### config.mk
export PLATFORM = sky130hd
export DESIGN_NAME = sparse_mac_lane
export DESIGN_NICKNAME = d
export VERILOG_FILES = /design/src/rtl/sparse_mac_lane.sv
export SDC_FILE = /design/constraint.sdc
export NUM_CORES = 2
export LEC_CHECK = 0
export BUFFER_PORTS_ARGS = -buffer_cell sky130_fd_sc_hd__buf_2
export CAP_MARGIN = 0
export CORE_ASPECT_RATIO = 0.7
export CORE_MARGIN = 1
export CORE_UTILIZATION = 50
export CTS_BUF_LIST = sky130_fd_sc_hd__clkbuf_8
export CTS_CLUSTER_DIAMETER = 30
export DETAILED_ROUTE_END_ITERATION = 12
export GPL_TIMING_DRIVEN = 0
export PLACE_DENSITY = 0.7
export SLEW_MARGIN = 20
export SYNTH_ARGS = -nofsm -noshare
export SYNTH_HDL_FRONTEND = slang
export SYNTH_SLANG_ARGS = --single-unit
export TNS_END_PERCENT = 20
### constraint.sdc
create_clock -name clk -period 6.05 [get_ports clk]
set_input_delay 0.605 -clock clk [delete_from_list [all_inputs] [get_ports clk]]
set_output_delay 0.605 -clock clk [all_outputs]
set_load 0.01 [all_outputs]
### src/rtl/sparse_mac_lane.sv
// sparse_mac_lane
//   Consumes {val, col, row} triplets from one fetcher channel (three
//   non-FWFT lanes read in lock-step), multiplies val by x[col] from a local
//   256x8 vector RAM and accumulates per row. Each row's sum is pushed into a
//   small valid/ready result queue. Row 8'hFF ends the stream.
//
// Ports
//   clk, rst            clock; synchronous active-low reset
//   start / done        begin a stream (from IDLE or DONE) / stream finished
//   fifo_dout           [7:0] val (signed), [15:8] col, [23:16] row
//   fifo_empty          empty flags of the val/col/row lanes
//   fifo_read           read enables of the three lanes (all-ones or all-zeros)
//   x_we/x_addr/x_data  vector RAM write port
//   y_valid/y_ready     result queue handshake
//   y_row/y_data        head of the result queue (row index, ACC_W-bit sum)
module sparse_mac_lane #(
    parameter int ACC_W     = 24,
    parameter int OUT_DEPTH = 4
) (
    input  logic             clk,
    input  logic             rst,
    input  logic             start,
    output logic             done,
    input  logic [23:0]      fifo_dout,
    input  logic [2:0]       fifo_empty,
    output logic [2:0]       fifo_read,
    input  logic             x_we,
    input  logic [7:0]       x_addr,
    input  logic [7:0]       x_data,
    output logic             y_valid,
    input  logic             y_ready,
    output logic [7:0]       y_row,
    output logic [ACC_W-1:0] y_data
);

    localparam int PTR_W = $clog2(OUT_DEPTH);
    localparam int CNT_W = PTR_W + 1;
    localparam int OCC_W = PTR_W + 2;   // holds queue count + up to 3 in flight

    localparam logic [1:0] ST_IDLE = 2'd0;
    localparam logic [1:0] ST_RUN  = 2'd1;
    localparam logic [1:0] ST_DONE = 2'd2;

    localparam logic [7:0] SENTINEL = 8'hFF;

    // Control and pipeline state.
    logic [1:0]              state_q, state_d;
    logic                    stop_issue_q, stop_issue_d;
    logic                    p1_valid_q, p1_valid_d;   // fifo_dout valid this cycle
    logic                    d_valid_q, d_valid_d;
    logic [7:0]              d_row_q, d_row_d;
    logic [7:0]              d_val_q, d_val_d;
    logic [7:0]              x_rd_q, x_rd_d;
    logic                    m_valid_q, m_valid_d;
    logic [7:0]              m_row_q, m_row_d;
    logic signed [15:0]      m_prod_q, m_prod_d;
    logic [ACC_W-1:0]        acc_q, acc_d;
    logic [7:0]              cur_row_q, cur_row_d;
    logic                    have_row_q, have_row_d;
    logic [PTR_W-1:0]        wr_ptr_q, wr_ptr_d;
    logic [PTR_W-1:0]        rd_ptr_q, rd_ptr_d;
    logic [CNT_W-1:0]        q_count_q, q_count_d;

    // Storage.
    logic [7:0]              x_mem      [256];
    logic [7:0]              q_row_mem  [OUT_DEPTH];
    logic [ACC_W-1:0]        q_data_mem [OUT_DEPTH];

    logic [1:0]              inflight;
    logic [OCC_W-1:0]        occupancy;
    logic                    issue;
    logic                    push;
    logic                    pop;
    logic [ACC_W-1:0]        prod_ext;
    logic signed [15:0]      val_ext;
    logic signed [15:0]      x_ext;

    // Issue only when every entry in flight is guaranteed a queue slot, so
    // the pipeline never has to stall.
    always_comb begin
        inflight  = 2'(p1_valid_q) + 2'(d_valid_q) + 2'(m_valid_q);
        occupancy = OCC_W'(q_count_q) + OCC_W'(inflight);
        issue     = (state_q == ST_RUN) && !(|fifo_empty) && !stop_issue_q
                    && (occupancy < OCC_W'(OUT_DEPTH));
    end

    assign fifo_read = {3{issue}};
    assign done      = (state_q == ST_DONE);

    // Capture (D) and multiply (M) stages. The RAM is addressed straight from
    // fifo_dout so its data lines up with the captured val one cycle later.
    always_comb begin
        p1_valid_d = issue;
        d_valid_d  = p1_valid_q;
        d_row_d    = fifo_dout[23:16];
        d_val_d    = fifo_dout[7:0];
        x_rd_d     = x_mem[fifo_dout[15:8]];
        val_ext    = {{8{d_val_q[7]}}, d_val_q};
        x_ext      = {{8{x_rd_q[7]}}, x_rd_q};
        m_valid_d  = d_valid_q;
        m_row_d    = d_row_q;
        m_prod_d   = val_ext * x_ext;
    end

    // Accumulate (A) stage, FSM and result-queue bookkeeping.
    // NOTE: every signal gets a default at the top so no path leaves one
    // unassigned; otherwise synthesis would infer a latch.
    always_comb begin
        state_d      = state_q;
        stop_issue_d = stop_issue_q;
        acc_d        = acc_q;
        cur_row_d    = cur_row_q;
        have_row_d   = have_row_q;
        push         = 1'b0;
        prod_ext     = ACC_W'(m_prod_q);

        if (p1_valid_q && fifo_dout[23:16] == SENTINEL) begin
            stop_issue_d = 1'b1;
        end

        // Entries trailing a sentinel reach A after the state has left RUN
        // and are dropped.
        if (m_valid_q && state_q == ST_RUN) begin
            if (m_row_q == SENTINEL) begin
                push    = have_row_q;
                state_d = ST_DONE;
            end else if (!have_row_q) begin
                acc_d      = prod_ext;
                cur_row_d  = m_row_q;
                have_row_d = 1'b1;
            end else if (m_row_q == cur_row_q) begin
                acc_d = acc_q + prod_ext;
            end else begin
                push      = 1'b1;
                acc_d     = prod_ext;
                cur_row_d = m_row_q;
            end
        end

        if (start && (state_q == ST_IDLE || state_q == ST_DONE)) begin
            state_d      = ST_RUN;
            stop_issue_d = 1'b0;
            acc_d        = '0;
            have_row_d   = 1'b0;
        end
    end

    assign y_valid = (q_count_q != '0);
    assign pop     = y_valid && y_ready;
    // Gated so the outputs read zero while the queue is empty (including
    // straight after reset, when the unreset storage holds junk).
    assign y_row   = y_valid ? q_row_mem[rd_ptr_q]  : '0;
    assign y_data  = y_valid ? q_data_mem[rd_ptr_q] : '0;

    always_comb begin
        wr_ptr_d  = wr_ptr_q + PTR_W'(push);
        rd_ptr_d  = rd_ptr_q + PTR_W'(pop);
        q_count_d = q_count_q + CNT_W'(push) - CNT_W'(pop);
    end

    // NOTE: sequential state uses non-blocking assignments so every flop
    // samples the pre-edge values regardless of statement order.
    always_ff @(posedge clk) begin
        if (!rst) begin
            state_q      <= ST_IDLE;
            stop_issue_q <= 1'b0;
            p1_valid_q   <= 1'b0;
            d_valid_q    <= 1'b0;
            d_row_q      <= '0;
            d_val_q      <= '0;
            x_rd_q       <= '0;
            m_valid_q    <= 1'b0;
            m_row_q      <= '0;
            m_prod_q     <= '0;
            acc_q        <= '0;
            cur_row_q    <= '0;
            have_row_q   <= 1'b0;
            wr_ptr_q     <= '0;
            rd_ptr_q     <= '0;
            q_count_q    <= '0;
        end else begin
            state_q      <= state_d;
            stop_issue_q <= stop_issue_d;
            p1_valid_q   <= p1_valid_d;
            d_valid_q    <= d_valid_d;
            d_row_q      <= d_row_d;
            d_val_q      <= d_val_d;
            x_rd_q       <= x_rd_d;
            m_valid_q    <= m_valid_d;
            m_row_q      <= m_row_d;
            m_prod_q     <= m_prod_d;
            acc_q        <= acc_d;
            cur_row_q    <= cur_row_d;
            have_row_q   <= have_row_d;
            wr_ptr_q     <= wr_ptr_d;
            rd_ptr_q     <= rd_ptr_d;
            q_count_q    <= q_count_d;
        end
    end

    // NOTE: memories are deliberately left out of reset; the vector RAM must
    // survive reset and queue slots are only read once the count covers them.
    always_ff @(posedge clk) begin
        if (x_we) begin
            x_mem[x_addr] <= x_data;
        end
        if (push) begin
            q_row_mem[wr_ptr_q]  <= cur_row_q;
            q_data_mem[wr_ptr_q] <= acc_q;
        end
    end

endmodule

==> metrics.txt <==
GP Congestion=roughly 0.91; Finished Core Util=57.00%; Post-CTS Setup Repair Bufs=0; DIE AREA=183200 um2; sequential fraction of the synthesis area=approximately 74%; commonest cells after routing, fill and taps aside=edfxtp_1, mux4_2, clkbuf_8, nor2_1, inv_1; Mapped Area=90740 um2; Root Driver=clkbuf_8; syn_nets=4504; vias post-DR=47.53k; Post-Route WL=243000 um; Die Y=358.4 um; commonest non-fill, non-tap cell in the layout=edfxtp_1; CTS Hold Bufs=22; critical path arrival=a little under 6000 ps; fin area=about 100000 um2; top cell type's share of synthesized area=72.01%; Switching Share=24.01%; Worst Path Required=6850 ps; area delta synth->final=13.01%; Tmin final=5045 ps; Comb pwr share=8.1%; initial antenna violation count=14; Final Slew Violations=0; io pins=85; worst hold margin=83.40 ps; first-pass GRT wire length=339100 um; Slew headroom=17.11%; core area=179900 um2; post-route ant nets=0; internal power=about 25 mW; htree depth=5; skew final=83.84 ps; Syn Inst Count=4341; worst-path maximum fanout=8; Overflow after GRT=0; die width=511.2 um; setup violators final=0; Synth cell types=52; largest net degree at the start of global routing=143; Final HPWL DP=163100 um; Max Cap Violations=0; part of the power in registers=51.8%; Clock Pin Slew Worst Setup and Hold Paths=about 60 ps; status=complete, no violations; Synth warnings=0; Post-synth ARST share=0%; Worst-Skew Late Latency=970 ps; CP Class=register to register; prevailing post-synth register cell=edfxtp_1; post-synthesis register bit count=2270; setup TNS=0 ps; fin cells=7512; share of cells above drive strength 1=around 28%; CTS tree=done; Placed Cells=between 6k and 7k; element type at the critical path end=register; Critical Path Source Type=register; Clock Path Buffers=4; clock network power share=40.1%; CTS Sinks=2270; leading area contributor after synthesis=edfxtp_1; Placement Cell Area=between 90000 and 100000 um2; 1st-pass router iterations=8; vias in the first global route=45.86k; RSZ-0062 raised after global routing=no; total track usage=26.48%; Hold/Removal Path Class=input pin to register; NumNets Final=5008; vias per cell=6.328; Psw=8.043 mW; initial DRC count=7432; cell area power density=326.7 nW/um2; Port Buffer Count=79; Hold Fails Final Rpt=0; Syn Area/Cell=approximately 21 um2; starting density of the core=50.44%; DRC Markers=0; post-cts sizing count=0; static leakage=33.17 nW; EDFF count, synth=2176; worst slew pin tran=1239 ps; Period Utilization, post-route=83.39%; routed length per instance=32.35 um; Site Rows=130; Max Clock Freq=198.2 MHz; most area-consuming cells after synthesis=edfxtp_1, mux4_2, dfxtp_1; Inserted Clock Buffers=374; peak supply drop=0.2367 mV
## power groups by stage
stage                     Sequential (mW)  Combinational [mW]  Clock [mW]
final                                17.4                2.70        13.4
after global routing                 17.4                2.85        14.2
after CTS                            17.4                2.66        13.5
after detailed placement             17.7                2.63           0
after global placement               17.7                2.54           0
after floorplan                      17.7                1.53           0
## metrics by stage
stage | power, mW | setup slack, ps
after floorplan | 19.19 | 1798
after global placement | 20.28 | 194.7
after detailed placement | 20.32 | 472.4
after CTS | 33.53 | 1023
after global routing | 34.38 | 807.2
final | 33.50 | 1005
## critical path, cell delays in order (launching register included)
cell	delay [ps]
dfxtp_1	410
and2_1	230
fa_1	530
inv_1	60
fa_1	540
inv_1	60
fa_1	470
inv_1	50
fa_1	510
inv_1	50
ha_1	300
nor2b_1	150
o21a_1	220
o41ai_1	560
o21ai_0	320
xor2_1	200
and2_1	230
## layer usage
metal / vias to the layer above / share of wire, % / global-route usage (%)
li1: 18840 / - / -
met1: 24900 / 41 / 39.58
met2: 3365 / 41 / 35.10
met3: 412 / 15 / 11.51
met4: 13 / 2.5 / 7.234
met5: - / 0.21 / 1.573
## Yosys cell counts (11+ instances only)
cell type and n:
inv_1 101, nor2b_1 59, a22oi_1 24, xnor2_1 26, clkbuf_1 120, ha_1 57, buf_2 57, nand2_1 102
nor2_1 319, a21oi_1 61, nand2b_1 11, nand3_1 21, dfxtp_1 94, fa_1 58, mux4_2 660, buf_1 18
mux2i_1 57, nor3_1 22, a211oi_1 33, xor2_1 14, and2_1 78, o22ai_1 25, o21ai_0 35, edfxtp_1 2176
buf_4 22
## final timing paths
check	from	endpoint	slack [ps]	cells after the start
worst max-delay path	x_rd_q[2]	m_prod_q[13]	1010	16
worst min-delay path	x_data[1]	x_mem[34][1]	80	1
worst max register to register	x_rd_q[2]	m_prod_q[13]	1010	16
worst min register to register	d_row_q[2]	m_row_q[2]	430	1
## kinds of logic (layout without fill, tap and decap cells)
kind of cell,count (synthesis),after routing,synth area share [%]
flip-flops,2270,2270,74.09
multiplexers,720,720,17.05
AND/OR/NAND/NOR,644,644,3.232
buffers and inverters,327,1114,1.597
AO/OA/AOI/OAI,225,225,1.583
adder cells (fa/ha/maj),115,115,2.066
XOR/XNOR,40,40,0.3861
other,0,8,0
## flip-flops by register name, summed over array words and instances (netlist names)
| name | count |
|---|---|
| q_count_q | 3 |
| x_rd_q | 8 |
| have_row_q | 1 |
| m_row_q | 8 |
| d_val_q | 8 |
| stop_issue_q | 1 |
| q_data_mem | 96 |
| d_valid_q | 1 |
| cur_row_q | 8 |
| d_valid_d | 1 |
| q_row_mem | 32 |
| d_row_q | 8 |
| acc_q | 24 |
| m_valid_q | 1 |
| wr_ptr_q | 2 |
| rd_ptr_q | 2 |
| state_q | 2 |
| m_prod_q | 16 |
| x_mem | 2048 |
## layout make-up
| cell class | count | area [um2] |
|---|---|---|
| Antenna cell | 8 | 20.02 |
| Clock inverter | 273 | 2027 |
| Buffer | 226 | 1120 |
| Multi-Input combinational cell | 1744 | 22140 |
| Timing Repair Buffer | 128 | 1341 |
| Sequential cell | 2270 | 67220 |
| Clock buffer | 386 | 5313 |
| Fill cell | 13150 | 77360 |
| Inverter | 101 | 379.1 |
| Tap cell | 2376 | 2973 |
Note: power is estimated with default switching activity, not from simulation.
